### config.mk
export PLATFORM = sky130hd
export DESIGN_NAME = fp_mlt_pipe
export DESIGN_NICKNAME = d
export VERILOG_FILES = /design/src/rtl/fp_pkg.sv /design/src/rtl/fp_mlt_lane.sv /design/src/rtl/fp_mlt_pipe.sv
export SDC_FILE = /design/constraint.sdc
export NUM_CORES = 2
export LEC_CHECK = 0
export CAP_MARGIN = 20
export CORE_MARGIN = 1.5
export CORE_UTILIZATION = 55
export CTS_CLUSTER_DIAMETER = 60
export DETAILED_ROUTE_END_ITERATION = 10
export PLACE_DENSITY = 0.75
export SLEW_MARGIN = 20
export SYNTH_ARGS = -nofsm -noshare
export SYNTH_HDL_FRONTEND = slang
export SYNTH_SLANG_ARGS = --single-unit
export TNS_END_PERCENT = 20
### constraint.sdc
create_clock -name clock -period 8.6 [get_ports clock]
set_clock_uncertainty 0.1 [all_clocks]
set_input_delay 1.72 -clock clock [delete_from_list [all_inputs] [get_ports clock]]
set_output_delay 1.72 -clock clock [all_outputs]
set_load 0.005 [all_outputs]
### src/rtl/fp_pkg.sv
// Shared types and constants for the pipelined CNN float multiplier.
// Sign/exponent/mantissa layout with implied leading one and no special values.
package fp_pkg;

    localparam int unsigned EXP_W  = 5;
    localparam int unsigned MANT_W = 10;
    localparam int unsigned FP_W   = EXP_W + MANT_W + 1;
    localparam int unsigned PROD_W = 2 * (MANT_W + 1);

    function automatic int unsigned bias(input int unsigned exp_w);
        return (1 << (exp_w - 1)) - 1;
    endfunction

    localparam logic signed [EXP_W+1:0] BIAS_E  = (EXP_W+2)'(bias(EXP_W));
    localparam logic signed [EXP_W+1:0] EXP_MAX = (EXP_W+2)'((1 << EXP_W) - 1);
    localparam logic signed [EXP_W+1:0] EXP_ONE = (EXP_W+2)'(1);

    // Saturated magnitude: exponent and mantissa fields all ones.
    function automatic logic [FP_W-2:0] max_mag();
        return '1;
    endfunction

    typedef struct packed {
        logic                     sign;
        logic                     zero;
        logic signed [EXP_W+1:0]  exp;
        logic [MANT_W:0]          mant;
    } fp_unp_t;

    typedef struct packed {
        logic                     sign;
        logic                     zero;
        logic signed [EXP_W+1:0]  exp;
        logic [MANT_W:0]          ma;
        logic [MANT_W:0]          mb;
    } s1_lane_t;

    typedef struct packed {
        logic                     sign;
        logic                     zero;
        logic signed [EXP_W+1:0]  exp;
        logic [PROD_W-1:0]        prod;
    } s2_lane_t;

    typedef struct packed {
        logic [FP_W-1:0]          res;
        logic                     ovf;
        logic                     unf;
    } s3_lane_t;

    function automatic fp_unp_t unpack(input logic [FP_W-1:0] x);
        fp_unp_t u;
        u.sign = x[FP_W-1];
        u.zero = (x[FP_W-2:0] == '0);
        u.exp  = {2'b00, x[FP_W-2 -: EXP_W]};
        u.mant = {1'b1, x[MANT_W-1:0]};
        return u;
    endfunction

endpackage

### src/rtl/fp_mlt_lane.sv
// Single-lane datapath: unpack, multiply, normalise/round/range-check, each stage enable-loaded.
// FP_MLT_PIPE_RNE_EN selects round-to-nearest-even; otherwise the result is truncated.
module fp_mlt_lane
    import fp_pkg::*;
(
    input  logic            clock,
    input  logic            clock_areset_n,
    input  logic            en1_i,
    input  logic            en2_i,
    input  logic            en3_i,
    input  logic [FP_W-1:0] a_i,
    input  logic [FP_W-1:0] b_i,
    output logic [FP_W-1:0] result_o,
    output logic            ovf_o,
    output logic            unf_o
);

    fp_unp_t  ua, ub;
    s1_lane_t s1_d, s1_q;
    s2_lane_t s2_d, s2_q;
    s3_lane_t s3_d, s3_q;

    logic signed [EXP_W+1:0] e_n;
    logic [MANT_W-1:0]       m_n;
    logic                    guard, sticky;

    always_comb begin
        ua        = unpack(a_i);
        ub        = unpack(b_i);
        s1_d.sign = ua.sign ^ ub.sign;
        s1_d.zero = ua.zero | ub.zero;
        s1_d.exp  = ua.exp + ub.exp - BIAS_E;
        s1_d.ma   = ua.mant;
        s1_d.mb   = ub.mant;
    end

    always_comb begin
        s2_d.sign = s1_q.sign;
        s2_d.zero = s1_q.zero;
        s2_d.exp  = s1_q.exp;
        s2_d.prod = PROD_W'(s1_q.ma) * PROD_W'(s1_q.mb);
    end

`ifdef FP_MLT_PIPE_RNE_EN
    logic              inc;
    logic [MANT_W:0]   m_r;
`else
    logic              unused_rnd;
    assign unused_rnd = guard ^ sticky;
`endif

    always_comb begin
        // Product lies in [1,4): a set MSB means one extra bit of exponent.
        if (s2_q.prod[PROD_W-1]) begin
            e_n    = s2_q.exp + EXP_ONE;
            m_n    = s2_q.prod[PROD_W-2 -: MANT_W];
            guard  = s2_q.prod[PROD_W-2-MANT_W];
            sticky = |s2_q.prod[PROD_W-3-MANT_W:0];
        end else begin
            e_n    = s2_q.exp;
            m_n    = s2_q.prod[PROD_W-3 -: MANT_W];
            guard  = s2_q.prod[PROD_W-3-MANT_W];
            sticky = |s2_q.prod[PROD_W-4-MANT_W:0];
        end
`ifdef FP_MLT_PIPE_RNE_EN
        inc = guard & (sticky | m_n[0]);
        m_r = {1'b0, m_n} + {{MANT_W{1'b0}}, inc};
        if (m_r[MANT_W]) begin
            e_n = e_n + EXP_ONE;
        end
        m_n = m_r[MANT_W-1:0];
`endif
        s3_d = '0;
        if (s2_q.zero) begin
            s3_d = '0;
        end else if (e_n > EXP_MAX) begin
            s3_d.res = {s2_q.sign, max_mag()};
            s3_d.ovf = 1'b1;
        end else if (e_n[EXP_W+1] || (e_n[EXP_W-1:0] == '0 && m_n == '0)) begin
            s3_d.unf = 1'b1;
        end else begin
            s3_d.res = {s2_q.sign, e_n[EXP_W-1:0], m_n};
        end
    end

    always_ff @(posedge clock or negedge clock_areset_n) begin
        if (!clock_areset_n) begin
            s1_q <= '0;
            s2_q <= '0;
            s3_q <= '0;
        end else begin
            if (en1_i) s1_q <= s1_d;
            if (en2_i) s2_q <= s2_d;
            if (en3_i) s3_q <= s3_d;
        end
    end

    assign result_o = s3_q.res;
    assign ovf_o    = s3_q.ovf;
    assign unf_o    = s3_q.unf;

endmodule

### src/rtl/fp_mlt_pipe.sv
// LANES-wide three-stage float multiplier with one shared valid/ready handshake.
// Define FP_MLT_PIPE_RNE_EN for round-to-nearest-even; default build truncates.
module fp_mlt_pipe
    import fp_pkg::*;
#(
    parameter int unsigned EXP   = EXP_W,
    parameter int unsigned MANT  = MANT_W,
    parameter int unsigned WIDTH = EXP + MANT + 1,
    parameter int unsigned LANES = 4
) (
    input  logic                   clock,
    input  logic                   clock_areset_n,
    input  logic                   data_valid,
    output logic                   data_ready,
    input  logic [LANES*WIDTH-1:0] dataa,
    input  logic [LANES*WIDTH-1:0] datab,
    output logic                   result_valid,
    input  logic                   result_ready,
    output logic [LANES*WIDTH-1:0] result,
    output logic [LANES-1:0]       result_ovf,
    output logic [LANES-1:0]       result_unf
);

    logic [2:0] valid_d, valid_q;
    logic       ld1, ld2, ld3;
    logic       en1, en2, en3;

    // A stage may load when empty or when its successor takes its content this cycle.
    always_comb begin
        ld3     = ~valid_q[2] | result_ready;
        ld2     = ~valid_q[1] | ld3;
        ld1     = ~valid_q[0] | ld2;
        en1     = ld1 & data_valid;
        en2     = ld2 & valid_q[0];
        en3     = ld3 & valid_q[1];
        valid_d = {ld3 ? valid_q[1] : valid_q[2],
                   ld2 ? valid_q[0] : valid_q[1],
                   ld1 ? data_valid : valid_q[0]};
    end

    always_ff @(posedge clock or negedge clock_areset_n) begin
        if (!clock_areset_n) begin
            valid_q <= '0;
        end else begin
            valid_q <= valid_d;
        end
    end

    assign data_ready   = ld1;
    assign result_valid = valid_q[2];

    for (genvar i = 0; i < LANES; i++) begin : g_lane
        fp_mlt_lane u_lane (
            .clock          (clock),
            .clock_areset_n (clock_areset_n),
            .en1_i          (en1),
            .en2_i          (en2),
            .en3_i          (en3),
            .a_i            (dataa[i*WIDTH +: WIDTH]),
            .b_i            (datab[i*WIDTH +: WIDTH]),
            .result_o       (result[i*WIDTH +: WIDTH]),
            .ovf_o          (result_ovf[i]),
            .unf_o          (result_unf[i])
        );
    end

endmodule

==> metrics.yaml <==
vias_per_cell: 5.49
netlist_area_mm2: 0.0278
die_h_um: 228
crit_required_ps: 8930
holdWs_ps: 366
finalSetupViolations: 0
holdPathStages: 2
end_kind: "register"
io_buffers: 205
place_inst: 3646
setup-tns-final_ps: 0
ys.flop_type: "dfrtp_1"
grt_usage_pct: 25.4
r2r-start: "g_lane[1].u_lane.s1_q[10]"
reg2reg_to: "g_lane[0].u_lane.s2_q[21]"
route.vias.total: 20400
min_path_type: "register to register"
grt_pass1_vias: 21700
cts_root_buffer: "clkbuf_16"
syn_avg_cell_area_um2: 9.52
slew-limit-headroom_pct: 31.5
cp_max_fo: 43
htreeDepth: 2
clkTransAtPathRegs_ps: 60
gp_congestion: 0.911
drive_gt1_share_pct: 5.92
start_util_pct: 55.6
cts_buffers: 36
grt_pass1_wl_um: 109000
wl_per_cell_um: 17.3
ctsHoldBuffers: 0
drtIter0Drc: 1133
ant_nets: 0
grt_max_degree: 145
fin_crit_sh_pct: 73.8
mostFrequentLayoutCells: "nand2_1 (471), inv_1 (406), fa_1 (320)"
cp.arrival_ps: 6670
drt_pass1_iterations: 5
criticalPathCategory: "register to register"
layout.cells.most_common: "nand2_1"
finalNonFillerCells: 3712
cap_viol_max_count: 0
yosys_register_bits: 276
rsz0062_at_grt: "false"
drv_slew: 0
ctsResizeCount: 0
postCtsSetupBuffers: 0
num_rows: 82
drc: 0
finalCriticalPeriod_ps: 6340
holdPathEnd: "g_lane[2].u_lane.s2_q[25]"
overflow: 0
hold_viol: 0
ys_types: 70
synth_edf_count: 0
clock_sinks: 276
synthCells: 2922
syn_nets: 3630
die_area_mm2: 0.0519
synthToLayoutAreaGrowth_pct: 12.9
die_w_um: 228
diodes: 0
ys_seq_area_share_pct: 24.8
yosysWarnings: 0
antenna_found_initial: 0
worst_slew_pin_slew_ps: 1020
nets: 3721
worst-r2r-cell-count: 18
synthArstFlopShare_pct: 100
hp-start: "g_lane[2].u_lane.s1_q[25]"
critPathLaunchType: "register"
outcome: "completed"
cts_max_path_buffers: 3
hpwlAfterDp_um: 50700
wl_um: 64100
core_mm2: 0.0501
cts_tree: "yes"
max_clock_freq_mhz: 158
rrSetupSlack_ps: 2260
clkLatencyLatePin_ps: 560
ios: 206
## cells in the mapped netlist (all sizes together), types with 3 or more instances
cell | instances | area, µm²
nor2 | 36 | 135
nor2b | 8 | 50.1
xnor2 | 70 | 613
nor3 | 27 | 145
o2bb2ai | 3 | 26.3
mux2 | 84 | 946
nand4 | 23 | 144
nor4 | 34 | 219
a211oi | 7 | 57.6
a21boi | 3 | 22.5
o31ai | 10 | 75.1
a22o | 64 | 561
or3 | 3 | 18.8
clkbuf | 134 | 503
nand4b | 3 | 26.3
buf | 26 | 145
dfrtp | 276 | 6910
nand2 | 474 | 1780
o41ai | 3 | 33.8
or4 | 4 | 33.8
inv | 406 | 1520
a32o | 4 | 40.0
or2 | 4 | 25.0
a21o | 31 | 233
o21ai | 94 | 474
o21a | 5 | 37.5
nand3 | 29 | 145
fa | 320 | 6410
xor2 | 32 | 280
o211ai | 3 | 22.5
mux2i | 38 | 380
o21bai | 11 | 82.6
a2111oi | 4 | 47.6
a21oi | 57 | 289
nand2b | 16 | 100
and2 | 267 | 1670
a211o | 4 | 35.0
ha | 256 | 3200
and3 | 12 | 80.1
a31oi | 10 | 62.6
## layer usage
metal | GRT usage, % | vias up | routed length, µm
met5 | 0 | - | 0
met4 | 6.13 | 0 | 1240
met3 | 4.00 | 88 | 3290
met2 | 43.1 | 519 | 30700
met1 | 34.2 | 10200 | 28900
li1 | - | 9584 | -
## registers in the layout, summed over array words and instances, names as in the netlist
signal and count:
g_lane.u_lane.s1_q 117, g_lane.u_lane.result_o 64, g_lane.u_lane.s2_q 84, g_lane.u_lane.unf_o 4, g_lane.u_lane.ovf_o 4, valid_q 3
## stage by stage
step	area (µm²)	setup WS, ps	utilization, %
floorplan	27800	2700	-
finish	31400	2260	62.7
CTS	31400	2260	62.7
global placement	30200	2440	60.2
global route	31400	1870	62.7
detailed placement	30200	2240	60.2
## worst max-delay path, cell delays in order (launching register included)
cell and delay, ps:
dfrtp_2 810, buf_4 500, nand2_1 140, fa_1 550
inv_1 50, fa_1 480, fa_1 530, fa_1 510
inv_1 60, fa_1 480, inv_1 40, ha_1 360
nand2_1 90, or4_4 490, o21ai_2 230, a211oi_1 150
o41ai_2 380, xnor2_1 160, o21ai_1 70
## kinds of logic (layout without fill, tap and decap cells)
group	Yosys count	in the layout	synth area share, %
DFF	276	276	24.8
muxes	122	122	4.77
buffers and inverters	566	684	7.81
adders and majority gates	576	576	34.5
and+or+nand+nor	946	946	16.6
AOI/OAI and AO/OA	334	334	8.22
xor gates and xnor gates	102	102	3.21
## cell type report
cell class	instances	area (µm²)
timing repair buffer	213	2130
tap	672	841
clock buffer	44	1000
sequential	276	6910
fill	4137	18700
clock inverter	21	230
multi-input combinational	2080	18800
inverter	406	1520
## how the worst max path moves through the flow
stage | endpoint | slack (ps) | cells past startpoint | from
after detailed placement | g_lane[0].u_lane.s2_q[21] | 2240 | 18 | g_lane[1].u_lane.s1_q[10]
after CTS | g_lane[0].u_lane.s2_q[21] | 2260 | 18 | g_lane[1].u_lane.s1_q[10]
after global routing | g_lane[0].u_lane.s2_q[21] | 1870 | 18 | g_lane[1].u_lane.s1_q[10]
final | g_lane[0].u_lane.s2_q[21] | 2260 | 18 | g_lane[1].u_lane.s1_q[10]
after global placement | g_lane[0].u_lane.s2_q[21] | 2440 | 18 | g_lane[1].u_lane.s1_q[10]
after floorplan | g_lane[3].u_lane.s2_q[21] | 2700 | 20 | g_lane[1].u_lane.s1_q[10]
Power is left out: the tool's default activity adds up to more than one toggle a clock period on the data nets, which glitch-free logic cannot reach.
